===== src/rtl/avalon_mm_reg_slave_if.sv =====
// Avalon-MM command/response bundle between a test master and the register-bank slave.
// The master drives the command fields; the slave answers with waitrequest and readdata.
interface avalon_mm_reg_slave_if #(
   parameter int ADDR_W = 8,
   parameter int DATA_W = 8
);
   logic [ADDR_W-1:0] address;
   logic              write;
   logic              read;
   logic [DATA_W-1:0] writedata;
   logic              waitrequest;
   logic [DATA_W-1:0] readdata;

   modport master (
      output address, write, read, writedata,
      input  waitrequest, readdata
   );

   modport slave (
      input  address, write, read, writedata,
      output waitrequest, readdata
   );
endinterface


===== src/rtl/avalon_mm_reg_slave.sv =====
// Avalon-MM register-bank slave: each new command is stretched by a WAIT_CYCLES waitrequest pulse
// and executed on the falling edge of waitrequest; address 0 holds {err_count, txn_count}.
module avalon_mm_reg_slave #(
   parameter int NUM_REGS    = 8,
   parameter int WAIT_CYCLES = 2,
   parameter int ADDR_W      = 8,
   parameter int DATA_W      = 8
) (
   input  logic                 clk,
   input  logic                 reset,
   avalon_mm_reg_slave_if.slave bus
);

   typedef enum logic [1:0] {ST_INIT, ST_IDLE, ST_BUSY} state_t;

   state_t              r_state;
   state_t              w_state_next;
   logic [3:0]          r_wait_cnt;
   logic [3:0]          w_wait_cnt_next;
   logic                r_waitrequest;
   logic                w_waitrequest_next;
   logic                r_prev_none;
   logic                r_cmd_read;
   logic                r_cmd_write;
   logic [ADDR_W-1:0]   r_cmd_addr;
   logic [DATA_W-1:0]   r_cmd_data;
   logic [3:0]          r_txn_count;
   logic [3:0]          r_err_count;
   logic [DATA_W-1:0]   r_readdata;
   logic [DATA_W-1:0]   r_regs [NUM_REGS];

   logic                w_cmd_active;
   logic                w_cmd_new;
   logic                w_accept;
   logic                w_complete;
   logic                w_both;
   logic                w_out_of_range;
   logic                w_is_status;
   logic                w_err;
   logic                w_do_reg_write;
   logic [3:0]          w_err_inc;
   logic [DATA_W-1:0]   w_reg_rdata;
   logic [NUM_REGS-1:0] w_reg_we;

   // A command held steady across cycles is the same transfer, so it must not be accepted twice.
   assign w_cmd_active   = bus.read | bus.write;
   assign w_cmd_new      = r_prev_none ||
                           ({bus.read, bus.write, bus.address, bus.writedata} !=
                            {r_cmd_read, r_cmd_write, r_cmd_addr, r_cmd_data});
   assign w_accept       = (r_state == ST_IDLE) && w_cmd_active && w_cmd_new;
   assign w_complete     = (r_state == ST_BUSY) && (r_wait_cnt == 4'd1);

   assign w_both         = r_cmd_read & r_cmd_write;
   assign w_out_of_range = r_cmd_addr > ADDR_W'(NUM_REGS);
   assign w_is_status    = (r_cmd_addr == '0);
   assign w_err          = w_both | w_out_of_range;
   assign w_do_reg_write = w_complete && r_cmd_write && !w_err && !w_is_status;
   assign w_err_inc      = (r_err_count == 4'hF) ? 4'hF : r_err_count + 4'd1;

   genvar gi;
   generate
      for (gi = 0; gi < NUM_REGS; gi++) begin : g_reg_we
         assign w_reg_we[gi] = w_do_reg_write && (r_cmd_addr == ADDR_W'(gi + 1));
      end
   endgenerate

   always_comb begin
      w_reg_rdata = '0;
      for (int i = 0; i < NUM_REGS; i++) begin
         if (r_cmd_addr == ADDR_W'(i + 1)) begin
            w_reg_rdata = r_regs[i];
         end
      end
   end

   always_comb begin
      w_state_next       = r_state;
      w_wait_cnt_next    = r_wait_cnt;
      w_waitrequest_next = r_waitrequest;
      case (r_state)
         ST_INIT: begin
            w_state_next       = ST_IDLE;
            w_waitrequest_next = 1'b0;
         end
         ST_IDLE: begin
            if (w_accept) begin
               w_state_next       = ST_BUSY;
               w_wait_cnt_next    = 4'(WAIT_CYCLES);
               w_waitrequest_next = 1'b1;
            end
         end
         ST_BUSY: begin
            w_wait_cnt_next = r_wait_cnt - 4'd1;
            if (w_complete) begin
               w_state_next       = ST_IDLE;
               w_waitrequest_next = 1'b0;
            end
         end
         default: begin
            w_state_next       = ST_INIT;
            w_waitrequest_next = 1'b1;
         end
      endcase
   end

   always_ff @(posedge clk or posedge reset) begin
      if (reset) begin
         r_state       <= ST_INIT;
         r_wait_cnt    <= 4'd0;
         r_waitrequest <= 1'b1;
      end else begin
         r_state       <= w_state_next;
         r_wait_cnt    <= w_wait_cnt_next;
         r_waitrequest <= w_waitrequest_next;
      end
   end

   // Error commands still complete normally; only the counters record them.
   always_ff @(posedge clk or posedge reset) begin
      if (reset) begin
         r_prev_none <= 1'b1;
         r_cmd_read  <= 1'b0;
         r_cmd_write <= 1'b0;
         r_cmd_addr  <= '0;
         r_cmd_data  <= '0;
         r_txn_count <= 4'd0;
         r_err_count <= 4'd0;
         r_readdata  <= '0;
         for (int i = 0; i < NUM_REGS; i++) begin
            r_regs[i] <= '0;
         end
      end else begin
         r_prev_none <= ~w_cmd_active;
         if (w_accept) begin
            r_cmd_read  <= bus.read;
            r_cmd_write <= bus.write;
            r_cmd_addr  <= bus.address;
            r_cmd_data  <= bus.writedata;
         end
         for (int i = 0; i < NUM_REGS; i++) begin
            if (w_reg_we[i]) begin
               r_regs[i] <= r_cmd_data;
            end
         end
         if (w_complete) begin
            if (w_err) begin
               r_err_count <= w_err_inc;
               if (!w_both && r_cmd_read) begin
                  r_readdata <= '1;
               end
            end else if (w_is_status) begin
               if (r_cmd_write) begin
                  r_txn_count <= 4'd0;
                  r_err_count <= 4'd0;
               end else begin
                  r_readdata  <= DATA_W'({r_err_count, r_txn_count});
                  r_txn_count <= r_txn_count + 4'd1;
               end
            end else begin
               if (r_cmd_read) begin
                  r_readdata <= w_reg_rdata;
               end
               r_txn_count <= r_txn_count + 4'd1;
            end
         end
      end
   end

   assign bus.waitrequest = r_waitrequest;
   assign bus.readdata    = r_readdata;

endmodule


===== src/flat_wrapper.sv =====
// flat-port wrapper written by rule: the top's interface ports become plain ports
module avalon_mm_reg_slave_flat 
#(
   parameter int NUM_REGS    = 8,
   parameter int WAIT_CYCLES = 2,
   parameter int ADDR_W      = 8,
   parameter int DATA_W      = 8
)
  (clk, reset, bus_address, bus_write, bus_read, bus_writedata, bus_waitrequest, bus_readdata);
  avalon_mm_reg_slave_if #(.ADDR_W(ADDR_W), .DATA_W(DATA_W)) bus_i ();
  input  logic clk;
  input  logic reset;
  input wire logic [$bits(bus_i.address)-1:0] bus_address;
  input wire logic [$bits(bus_i.write)-1:0] bus_write;
  input wire logic [$bits(bus_i.read)-1:0] bus_read;
  input wire logic [$bits(bus_i.writedata)-1:0] bus_writedata;
  output wire logic [$bits(bus_i.waitrequest)-1:0] bus_waitrequest;
  output wire logic [$bits(bus_i.readdata)-1:0] bus_readdata;
  assign bus_i.address = bus_address;
  assign bus_i.write = bus_write;
  assign bus_i.read = bus_read;
  assign bus_i.writedata = bus_writedata;
  assign bus_waitrequest = bus_i.waitrequest;
  assign bus_readdata = bus_i.readdata;
  avalon_mm_reg_slave #(.NUM_REGS(NUM_REGS), .WAIT_CYCLES(WAIT_CYCLES), .ADDR_W(ADDR_W), .DATA_W(DATA_W)) u_core (.clk(clk), .reset(reset), .bus(bus_i));
endmodule

===== config.mk =====
export PLATFORM = sky130hd
export DESIGN_NAME = avalon_mm_reg_slave_flat
export DESIGN_NICKNAME = d
export VERILOG_FILES = /design/src/rtl/avalon_mm_reg_slave_if.sv /design/src/rtl/avalon_mm_reg_slave.sv /design/src/flat_wrapper.sv
export SDC_FILE = /design/constraint.sdc
export NUM_CORES = 1
export LEC_CHECK = 0
export BUFFER_PORTS_ARGS = -buffer_cell sky130_fd_sc_hd__buf_2
export CORE_MARGIN = 2
export CORE_UTILIZATION = 55
export DETAILED_ROUTE_END_ITERATION = 12
export GPL_ROUTABILITY_DRIVEN = 0
export GPL_TIMING_DRIVEN = 0
export PLACE_DENSITY = 0.76
export SYNTH_ARGS = -nofsm -noshare
export SYNTH_HDL_FRONTEND = slang
export SYNTH_SLANG_ARGS = --single-unit

===== constraint.sdc =====
create_clock -name clk -period 3.4 [get_ports clk]
set_input_delay 0.68 -clock clk [delete_from_list [all_inputs] [get_ports clk]]
set_output_delay 0.68 -clock clk [all_outputs]
set_load 0.03 [all_outputs]

==> results of run 1 <==
-- worst paths after layout --
path | slack, ps | startpoint | end
max in group asynchronous | 2040 | reset | u_core.r_prev_none$_DFF_PP1_
min reg2reg | 510 | u_core.r_regs[24]$_DFFE_PP0P_ | u_core.r_regs[24]$_DFFE_PP0P_
min | 330 | reset | u_core.r_regs[9]$_DFFE_PP0P_
max reg2reg | 430 | u_core.r_cmd_data[2]$_DFFE_PP0P_ | u_core.r_cmd_addr[0]$_DFFE_PP0P_
min in group clk | 510 | u_core.r_regs[24]$_DFFE_PP0P_ | u_core.r_regs[24]$_DFFE_PP0P_
max | 430 | u_core.r_cmd_data[2]$_DFFE_PP0P_ | u_core.r_cmd_addr[0]$_DFFE_PP0P_
-- stage by stage --
stage,instance area [µm²],hold WS (ps),instances,utilization (%)
floorplan,5370,464,448,-
global placement,5680,481,609,58.9
detailed placement,5740,491,612,59.5
CTS,5940,352,628,61.6
global route,5940,367,628,61.6
finish,5940,330,628,61.6
-- critical path, stage by stage (launching register included) --
cell and delay, ps:
dfrtp_1 330, clkbuf_1 490, xor2_1 140, nor4_1 310, nand3_1 180, o21ai_1 640
buf_2 390, mux2_2 370
-- where the power goes --
group | switching [mW] | leakage (nW) | total (mW) | internal (mW)
clock | 0.409 | 0.101 | 0.790 | 0.381
combinational | 1.06 | 1.25 | 1.68 | 0.628
sequential | 0.172 | 1.41 | 1.65 | 1.48
total | 1.64 | 2.76 | 4.13 | 2.49
-- logic make-up (layout without fill, tap and decap cells) --
kind of cell	Yosys count	in the layout	share of synthesized area, %
AOI/OAI and AO/OA	104	104	14.2
xor gates and xnor gates	21	21	3.43
and+or+nand+nor	78	78	8.56
buffers and inverters	39	86	2.94
DFF	106	106	49.5
muxes	96	96	20.5
adders and majority gates	4	4	0.932
-- sequential cells by signal (all words and copies together), names as in the netlist --
signal	cells
u_core.r_regs	64
u_core.bus.readdata	8
u_core.r_cmd_addr	8
u_core.r_cmd_data	8
u_core.r_err_count	4
u_core.r_txn_count	4
u_core.r_wait_cnt	4
u_core.r_state	2
u_core.bus.waitrequest	1
u_core.r_cmd_read	1
u_core.r_cmd_write	1
u_core.r_prev_none	1
-- synth_stat cells, types with 2 or more instances --
| cell | n |
|---|---|
| inv_1 | 6 |
| nor3b_4 | 2 |
| o211ai_1 | 11 |
| o311ai_0 | 7 |
| o221ai_1 | 7 |
| buf_1 | 3 |
| mux2_2 | 80 |
| o21ai_0 | 10 |
| a21bo_2 | 2 |
| nor4_1 | 6 |
| mux2i_1 | 8 |
| o31ai_1 | 3 |
| a2bb2oi_1 | 7 |
| a31oi_1 | 3 |
| dfrtp_1 | 104 |
| a211oi_1 | 8 |
| buf_2 | 3 |
| mux2_4 | 8 |
| ha_1 | 4 |
| nor3_1 | 3 |
| and2_1 | 2 |
| nand2b_1 | 5 |
| a21o_1 | 8 |
| a22oi_1 | 7 |
| o21a_1 | 2 |
| nor2_1 | 7 |
| a221oi_1 | 7 |
| nor3b_1 | 3 |
| clkbuf_1 | 26 |
| xor2_1 | 18 |
| a21oi_1 | 15 |
| or3_1 | 3 |
| nand2_1 | 24 |
| dfstp_2 | 2 |
| xnor2_1 | 3 |
| nand3_1 | 9 |
| nor2b_1 | 3 |
| or2_1 | 2 |
-- area by class of cell --
cell class	count	area share, %
Inverter	6	0.443
Multi-Input combinational cell	303	43.0
Clock buffer	14	2.74
Sequential cell	106	44.7
Timing Repair Buffer	31	3.37
Clock inverter	2	0.590
Tap cell	133	2.80
Buffer	33	2.28
-- routing by layer --
layer | wire (µm) | vias up | GRT usage, %
li1 | - | 1755 | -
met1 | 5500 | 1899 | 36.5
met2 | 5410 | 105 | 35.8
met3 | 614 | 19 | 5.29
met4 | 255 | 0 | 7.69
met5 | 0 | - | 0
==> impl_results.md, run 1 <==
* Synth Cell Area at 5370 µm²
* Status: completed
* Critical Path Fanout Max at 10
* Avg WL per Cell at 18.8 µm
* Global-route wire length before repair at 19400 µm
* Post-synth EDFFs at 0
* Initial drt markers at 213
* Leading area contributor after synthesis: dfrtp_1
* Fillers at 793
* CTS root buffer: clkbuf_8
* Worst Hold Class: input port to async pin
* Worst EP required at 3670 ps
* Area Overhead vs Synth at 10.6%
* Endpoints failing setup at 0
* Final hold violations at 0
* Ys flop type: dfrtp_1
* Final WS setup at 429 ps
* DP HPWL at 8300 µm
* Crit. End Element: register
* Die ar. at 10600 µm²
* Antenna Nets Post-Route at 0
* Syn Nets at 472
* Largest net degree at the start of global routing at 32
* DRT Wirelength at 11800 µm
* Post-cts repair resize count at 0
* NumNets Final at 514
* Worst clock skew at 12.5 ps
* Top-area cell type share of the netlist area at 48.5%
* Final critical-path required period at 2970 ps
* CTS tree: yes
* Top Ports at 29
* Hold-fix buffers at CTS at 0
* Via count at 3778
* Post-Syn Area per Cell at 12.0 µm²
* Drt drc at 0
* Worst slew pin tran at 975 ps
* Flops & latches, synth at 106
* RSZ-0062 raised after global routing: no
* Max-slew violation count at 0
* Number of global-route vias before repair at 3694
* P_leak at 2.76 nW
* Worst slack, placed at 415 ps
* Critical path arrival at 3240 ps
* PortBufs at 28
* Fraction of layout cells with a size suffix above 1 at 30.5%
* Top cells by area, synth: dfrtp_1, mux2_2, xor2_1, mux2_4, clkbuf_1
* Antenna diode count at 0
* CTS Buf Count at 9
* Area occupied by multi-input gates at 2550 µm²
* Placeable Area at 9640 µm²
* Pwr dens at 695 nW/µm²
* Die Wd at 103 µm
* Unique cell type count in the Yosys netlist at 55
* # Post-CTS Setup Buffers at 0
* Reg clk slew, reported paths at 100 ps
* Max Fclk at 337 MHz
* Chip height at 103 µm
* Register Area at 2660 µm²
* Commonest non-fill, non-tap cell in the layout: dfrtp_1
* Initial Util at 55.7%
* Worst reg2reg path depth at 7
* Clk sink count at 106
* H-tree levels at 3
* Site Rows at 36
* Initial antenna violation count at 0
* Tot Pwr at 4.13 mW
* Maximum vdd drop at 425 µV
* Initial DRT Pass Iterations at 4
* Commonest non-fill, non-tap cells in the layout: dfrtp_1, mux2_2, buf_2
* Skew-Pair Late Insertion Delay at 380 ps
* YS warnings at 0
* Overall Global Routing Usage at 24.4%
* CP Launch Type: register
* WS Path Type: register to register
* Maxcap violations at 0
* Setup TNS at 0 ps
* Cells after Synth at 448
* Sequential area share after synthesis at 49.5%
* Crit share post-route at 87.4%
* Routed vias/inst at 6.02
* Post-synth ARST share at 100%
* Headroom to the max-slew limit at 34.8%
* Max clock buf depth at 2
* Congestion Overflow GR at 0
No activity file was read; power rests on OpenSTA's default activity.
==> inputs of run 2 (changes only) <==
--- a/config.mk
+++ b/config.mk
@@ -5,6 +5,7 @@
 export SDC_FILE = /design/constraint.sdc
 export NUM_CORES = 1
 export LEC_CHECK = 0
+export ABC_AREA = 1
 export BUFFER_PORTS_ARGS = -buffer_cell sky130_fd_sc_hd__buf_2
 export CORE_MARGIN = 2
 export CORE_UTILIZATION = 55
==> constraint.sdc (replaced) <==
create_clock -name clk -period 3.4 [get_ports clk]
set_input_delay 0.17 -clock clk [delete_from_list [all_inputs] [get_ports clk]]
set_output_delay 0.17 -clock clk [all_outputs]
set_load 0.03 [all_outputs]
==> run 2 against run 1 <==
Against the previous run:
- synthesized area is 1.1% lower
- combinational power is 27% lower
- clock skew is 1.3 ps lower
- clock power is 8.9% higher
- global-route usage is 2.8 points higher
- die area is 1.1% lower
- first-iteration DRC count is 67% higher
- non-clock buffer count is 19 lower
- largest power group is now sequential cells
==> impl_results.md, run 2 <==
* Logic gate share of total power at 32.4% (-8.4 points)
* Worst clock skew at 11.3 ps (-1.28 ps)
* Number of global-route vias before repair at 4354 (+18%)
* Worst Hold Class: input port to register
* Fillers at 841 (+6.1%)
* NumNets Final at 736 (+43%)
* WS Path Type: register to register
* Die ar. at 10500 µm² (-1.1%)
* Avg WL per Cell at 15.5 µm (-17%)
* Setup TNS at 0 ps (unchanged)
* Unique cell type count in the Yosys netlist at 38 (-31%)
* Site Rows at 35 (-2.8%)
* Global-route wire length before repair at 21500 µm (+11%)
* Crit. End Element: register
* Maxcap violations at 0 (unchanged)
* Leading area contributor after synthesis: dfrtp_1
* Critical path arrival at 2440 ps (-800 ps)
* P_sw at 1.55 mW (-5.4%)
* Worst slack, placed at 1240 ps (+822 ps)
* Most common library cells after synthesis: nand2_1, dfrtp_1, nor2_1
* Top-area cell type share of the netlist area at 49.0% (+0.56 points)
* Status: completed
* Routed vias/inst at 5.44 (-9.6%)
* Die Wd at 102 µm (-0.55%)
* Antenna diode count at 0 (unchanged)
* Cell with the most instances after synthesis: nand2_1
* CTS Buf Count at 9 (unchanged)
* YS warnings at 0 (unchanged)
* Max Fclk at 453 MHz (+35%)
* Final core utilization at 63.4% (+1.8 points)
* Largest Register: u_core.r_regs
* Pwr dens at 642 nW/µm² (-7.7%)
* Sequential area share after synthesis at 50.0% (+0.57 points)
* Placeable Area at 9280 µm² (-3.7%)
* Initial antenna violation count at 0 (unchanged)
* Antenna Nets Post-Route at 0 (unchanged)
* CTS tree: yes
* Initial Util at 57.2% (+1.5 points)
* Max-slew violation count at 0 (unchanged)
* Skew-Pair Late Insertion Delay at 370 ps (about the same)
* H-tree levels at 3 (unchanged)
* Ys flop type: dfrtp_1
* Worst slew pin tran at 654 ps (-321 ps)
* Crit share post-route at 64.9% (-23 points)
* # Post-CTS Setup Buffers at 0 (unchanged)
* Syn Nets at 693 (+47%)
* Final WS setup at 1190 ps (+765 ps)
* Commonest non-fill, non-tap cells in the layout: nand2_1, dfrtp_1, nor2_1
* Cells after Synth at 669 (+49%)
* CP Launch Type: register
* Fraction of layout cells with a size suffix above 1 at 12.8% (-18 points)
* Endpoints failing setup at 0 (unchanged)
* Flops & latches, synth at 106 (unchanged)
* DRT Wirelength at 13100 µm (+11%)
* Area Overhead vs Synth at 10.9%
* Overall Global Routing Usage at 27.2% (+2.8 points)
* CTS root buffer: clkbuf_8
* Largest net degree at the start of global routing at 71 (+120%)
* Maximum vdd drop at 476 µV (+12%)
* Final hold violations at 0 (unchanged)
* Top Ports at 29 (unchanged)
* Clk sink count at 106 (unchanged)
* Largest register FFs at 64 (unchanged)
* Cell-internal power at 2.23 mW (-10%)
* Headroom to the max-slew limit at 56.2% (+21 points)
* Top cells by area, synth: dfrtp_1, nand2_1, nor2_1, inv_1, nand3_1
* Chip height at 102 µm (-0.55%)
* Post-cts repair resize count at 0 (unchanged)
* Clock Power Share at 22.8% (+3.7 points)
* Synth Cell Area at 5310 µm² (-1.1%)
* Post-Syn Area per Cell at 7.93 µm² (-34%)
* P_leak at 2.94 nW (+6.5%)
* Final critical-path required period at 2210 ps (-765 ps)
* Final hold slack at 33.7 ps (-297 ps)
* RSZ-0062 raised after global routing: no
* Reg clk slew, reported paths at 100 ps (about the same)
* Initial drt markers at 356 (+67%)
* DP HPWL at 9490 µm (+14%)
* Post-synth ARST share at 100% (unchanged)
* PortBufs at 28 (unchanged)
* Via count at 4599 (+22%)
* Post-synth EDFFs at 0 (unchanged)
* Max clock buf depth at 2 (unchanged)
* Worst EP required at 3640 ps (-30 ps)
* Register share of total power at 44.9% (+4.9 points)
* Critical Path Fanout Max at 10 (unchanged)
* Congestion Overflow GR at 0 (unchanged)
* Initial DRT Pass Iterations at 7 (+3)
* Commonest non-fill, non-tap cell in the layout: nand2_1
* Drt drc at 0 (unchanged)
* Fraction of power spent switching nets at 41.0% (+1.3 points)
run 2: critical path: stages (launching register included):
cell and delay, ps:
dfrtp_1 550, inv_1 270, nand2_1 120, nand2_1 50, nor3_1 130, nand2_1 80, nor2_1 150, nand3_1 90
nand2_1 130, clkbuf_1 370, o21ai_0 140
run 2: worst paths after layout:
path | from | endpoint | slack (ps) | cells past startpoint
max in group asynchronous | reset | u_core.bus.waitrequest$_DFFE_PP1P_ | 2330 | 4
max | u_core.r_cmd_data[7]$_DFFE_PP0P_ | u_core.r_cmd_data[0]$_DFFE_PP0P_ | 1190 | 10
max reg2reg | u_core.r_cmd_data[7]$_DFFE_PP0P_ | u_core.r_cmd_data[0]$_DFFE_PP0P_ | 1190 | 10
min in group asynchronous | reset | u_core.r_regs[49]$_DFFE_PP0P_ | 360 | 3
min | bus_address[4] | u_core.r_cmd_addr[4]$_DFFE_PP0P_ | 30 | 3
min reg2reg | u_core.bus.waitrequest$_DFFE_PP1P_ | u_core.bus.waitrequest$_DFFE_PP1P_ | 470 | 2
run 2: routing by layer:
metal  part of all wire [%]  track usage (%)  vias to the layer above
met5                      0                0                        -
met4                    1.7             8.62                        0
met3                    8.4             4.31                       23
met2                     47             42.8                      185
met1                     43             39.1                     2181
li1                       -                -                     2210
run 2: through the flow:
step,cell area (µm²),instances,power [mW]
2_1_floorplan,5310,669,2.51
3_3_place_gp,5610,826,2.86
3_5_place_dp,5640,827,2.92
4_1_cts,5890,846,3.77
5_1_grt,5890,846,4.00
6_report,5890,846,3.78
run 2: what timing repair did:
action | in CTS | in global routing
endpoints found under the setup margin | 0 | 0
hold endpoints to repair | 37 | 0
hold buffers | 3 | 0
run 2: kinds of logic (layout without fill, tap and decap cells):
group | Yosys count | in the layout | share of synthesized area (%)
adders and majority gates | 4 | 4 | 0.943
buffers and inverters | 90 | 138 | 7.07
DFF | 106 | 106 | 50.0
AOI/OAI and AO/OA | 82 | 82 | 8.21
xor gates and xnor gates | 12 | 12 | 1.98
and+or+nand+nor | 375 | 375 | 31.8
run 2: layout make-up:
cell class | count | area (µm²) | area share (%)
multi-input combinational | 473 | 2280 | 38.7
buffer | 13 | 81.3 | 1.38
inverter | 77 | 297 | 5.04
clock inverter | 5 | 77.6 | 1.32
tap | 129 | 161 | 2.74
timing repair buffer | 32 | 198 | 3.36
sequential | 106 | 2660 | 45.1
clock buffer | 11 | 141 | 2.40
run 2: power groups by stage:
stage | Sequential [mW] | Combinational [mW] | Clock [mW]
after CTS | 1.69 | 1.21 | 0.863
final | 1.70 | 1.22 | 0.860
after detailed placement | 1.71 | 1.20 | 0
after global routing | 1.72 | 1.36 | 0.916
after global placement | 1.70 | 1.16 | 0
after floorplan | 1.73 | 0.783 | 0
==> inputs of run 3 (changes only) <==
--- a/config.mk
+++ b/config.mk
@@ -5,14 +5,14 @@
 export SDC_FILE = /design/constraint.sdc
 export NUM_CORES = 1
 export LEC_CHECK = 0
-export ABC_AREA = 1
+export ABC_AREA = 0
 export BUFFER_PORTS_ARGS = -buffer_cell sky130_fd_sc_hd__buf_2
 export CORE_MARGIN = 2
-export CORE_UTILIZATION = 55
+export CORE_UTILIZATION = 60
 export DETAILED_ROUTE_END_ITERATION = 12
 export GPL_ROUTABILITY_DRIVEN = 0
 export GPL_TIMING_DRIVEN = 0
-export PLACE_DENSITY = 0.76
+export PLACE_DENSITY = 0.78
 export SYNTH_ARGS = -nofsm -noshare
 export SYNTH_HDL_FRONTEND = slang
 export SYNTH_SLANG_ARGS = --single-unit
==> constraint.sdc (replaced) <==
create_clock -name clk -period 2.25 [get_ports clk]
set_input_delay 0.1125 -clock clk [delete_from_list [all_inputs] [get_ports clk]]
set_output_delay 0.1125 -clock clk [all_outputs]
set_load 0.03 [all_outputs]
==> run 3 against run 2 <==
Against the previous run:
- the flow now finishes with violations (negative setup slack)
- highest routed layer unchanged
- largest power group unchanged
- final cell count down 26%
- design area is 10% higher
- die area is 7.0% lower
- critical path depth shrank 2
==> impl_results.md, run 3 (synthesis gave the netlist of run 1 again) <==
* Max-slew violation count at 0 (unchanged)
* Crit path cell chain: or4_4 -> nor4_4 -> buf_4 -> buf_6 -> nor3b_4 -> buf_6 -> nand3_4 -> mux2_4
* Worst clock skew at 16.5 ps (+5.19 ps)
* Worst Path Buf+Inv at 3 (+1)
* CTS Buf Count at 9 (unchanged)
* Congestion Overflow GR at 0 (unchanged)
* Fraction of layout cells with a size suffix above 1 at 39.3% (+26 points)
* Initial drt markers at 268 (-25%)
* Max Fclk at 405 MHz (-11%)
* Hold Startpoint: bus_address[7]
* Antenna Nets Post-Route at 0 (unchanged)
* Setup TNS at -10110 ps (-10110 ps)
* Via count at 4037 (-12%)
* Chip height at 98.6 µm (-3.6%)
* Worst slack, placed at -427 ps (-1660 ps)
* Die ar. at 9720 µm² (-7.0%)
* Max clock buf depth at 2 (unchanged)
* R2r startpoint: u_core.r_cmd_addr[6]$_DFFE_PP0P_
* Placed standard-cell area at 5730 µm² (+1.7%)
* Worst slew pin tran at 664 ps (+9.59 ps)
* Maxcap violations at 0 (unchanged)
* Fraction of power spent switching nets at 40.9% (-0.059 points)
* Initial antenna violation count at 0 (unchanged)
* Commonest non-fill, non-tap cell in the layout: dfrtp_1
* Die Wd at 98.6 µm (-3.6%)
* Endpoints failing setup at 71 (+71)
* Overall Global Routing Usage at 27.8% (+0.65 points)
* Crit share post-route at 110% (+45 points)
* Largest register FFs at 64 (unchanged)
* Worst EP required at 2510 ps (-1130 ps)
* Logic gate share of total power at 39.3% (+6.9 points)
* Largest Register: u_core.r_regs
* Failing checks: negative setup slack
* CP Launch Type: register
* RSZ-0062 raised after global routing: yes
* Avg WL per Cell at 21.2 µm (+37%)
* Worst Hold Class: input port to register
* Drt drc at 0 (unchanged)
* CTS tree: yes
* Skew-Pair Late Insertion Delay at 370 ps (about the same)
* Final WS setup at -219 ps (-1410 ps)
* Final instance area at 6480 µm² (+10%)
* H-tree levels at 3 (unchanged)
* Placeable Area at 8680 µm² (-6.5%)
* CTS root buffer: clkbuf_8
* Critical path arrival at 2730 ps (+290 ps)
* Final hold slack at 10.7 ps (-23.0 ps)
* Final hold violations at 0 (unchanged)
* Area Overhead vs Synth at 20.7%
* Number of global-route vias before repair at 4095 (-5.9%)
* Top Ports at 29 (unchanged)
* DP HPWL at 8430 µm (-11%)
* PortBufs at 28 (unchanged)
* Top delay family on crit path: simple AND/OR/NAND/NOR gates
* Initial DRT Pass Iterations at 5 (-2)
* Clock Power Share at 19.9% (-2.9 points)
* Crit. End Element: register
* Most used cell, CP: buf_6
* R2R setup slack at -220 ps (-1410 ps)
* Status: finished with violations
* Site Rows at 34 (-2.9%)
* Final critical-path required period at 2470 ps (+263 ps)
* CP startpoint: u_core.r_cmd_addr[6]$_DFFE_PP0P_
* Cell-internal power at 4.02 mW (+80%)
* Fillers at 566 (-33%)
* NumNets Final at 533 (-28%)
* Slowest CP cell: or4_4
* Register share of total power at 40.8% (-4.1 points)
* Critical Path Fanout Max at 8 (-2)
* Tot Pwr at 6.80 mW (+80%)
* Initial Util at 61.9% (+4.7 points)
* Reg clk slew, reported paths at 100 ps (about the same)
* Global-route wire length before repair at 21400 µm (-0.77%)
* WS Path Type: register to register
* Routed vias/inst at 6.49 (+19%)
* Pwr dens at 1050 nW/µm² (+64%)
* Maximum vdd drop at 683 µV (+43%)
* DRT Wirelength at 13200 µm (+0.76%)
* Commonest non-fill, non-tap cells in the layout: dfrtp_1, mux2_2, mux2_4
* P_leak at 3.02 nW (+2.8%)
* Worst stage delay on the critical path at 590 ps (+40 ps)
* Clk sink count at 106 (unchanged)
* P_sw at 2.79 mW (+80%)
* Largest net degree at the start of global routing at 43 (-39%)
* Antenna diode count at 0 (unchanged)
* Headroom to the max-slew limit at 55.3% (-0.89 points)
run 3: cell types whose count changed in the layout (fill, tap and decap cells not counted), sizes merged, moves of 12 or more:
cell	before	now
buf	41	62
mux2	0	88
nor2	78	8
nand4	14	0
clkbuf	12	24
xor2	5	18
nand3	52	9
inv	75	8
nand2	220	24
o21ai	57	11
run 3: power by group through the flow:
stage | combinational [mW] | clock, mW | sequential (mW)
after floorplan | 1.75 | 0 | 2.61
after global placement | 2.48 | 0 | 2.52
after detailed placement | 2.57 | 0 | 2.55
after CTS | 2.52 | 1.37 | 2.72
after global routing | 2.90 | 1.43 | 2.82
final | 2.68 | 1.35 | 2.78
run 3: final timing paths:
path,to,cells past startpoint
setup / recovery,u_core.r_regs[40]$_DFFE_PP0P_,8
hold / removal,u_core.r_cmd_addr[7]$_DFFE_PP0P_,2
setup reg to reg,u_core.r_regs[40]$_DFFE_PP0P_,8
hold reg to reg,u_core.r_regs[45]$_DFFE_PP0P_,1
max in group asynchronous,u_core.bus.waitrequest$_DFFE_PP1P_,4
min in group asynchronous,u_core.r_regs[24]$_DFFE_PP0P_,3
run 3: timing repair:
action	in CTS	in global routing
gates resized for setup	43	25
hold endpoints to repair	30	0
pin swaps	12	10
buffers inserted	16	7
hold buffers	7	0
endpoints found under the setup margin	96	96
run 3: stage by stage:
step | instances | util [%]
5_1_grt | 622 | 74.6
3_3_place_gp | 584 | 65.6
4_1_cts | 617 | 73.0
2_1_floorplan | 448 | -
3_5_place_dp | 586 | 66.1
6_report | 622 | 74.6
run 3: layout make-up:
class	count	area, µm²	share of cell area (%)
buffer	23	108	1.66
clock buffer	10	138	2.13
clock inverter	6	95.1	1.47
inverter	6	26.3	0.406
multi-input combinational	303	2840	43.8
sequential	106	2660	41.0
tap	108	135	2.09
timing repair buffer	60	482	7.44
run 3: metal layers:
| layer | track usage, % | share of wire [%] | vias to the layer above |
|---|---|---|---|
| met4 | 10.1 | 3.4 | 0 |
| li1 | - | - | 1786 |
| met1 | 39.2 | 43 | 2053 |
| met2 | 44.4 | 49 | 155 |
| met3 | 4.26 | 4.7 | 43 |
| met5 | 0 | 0 | - |
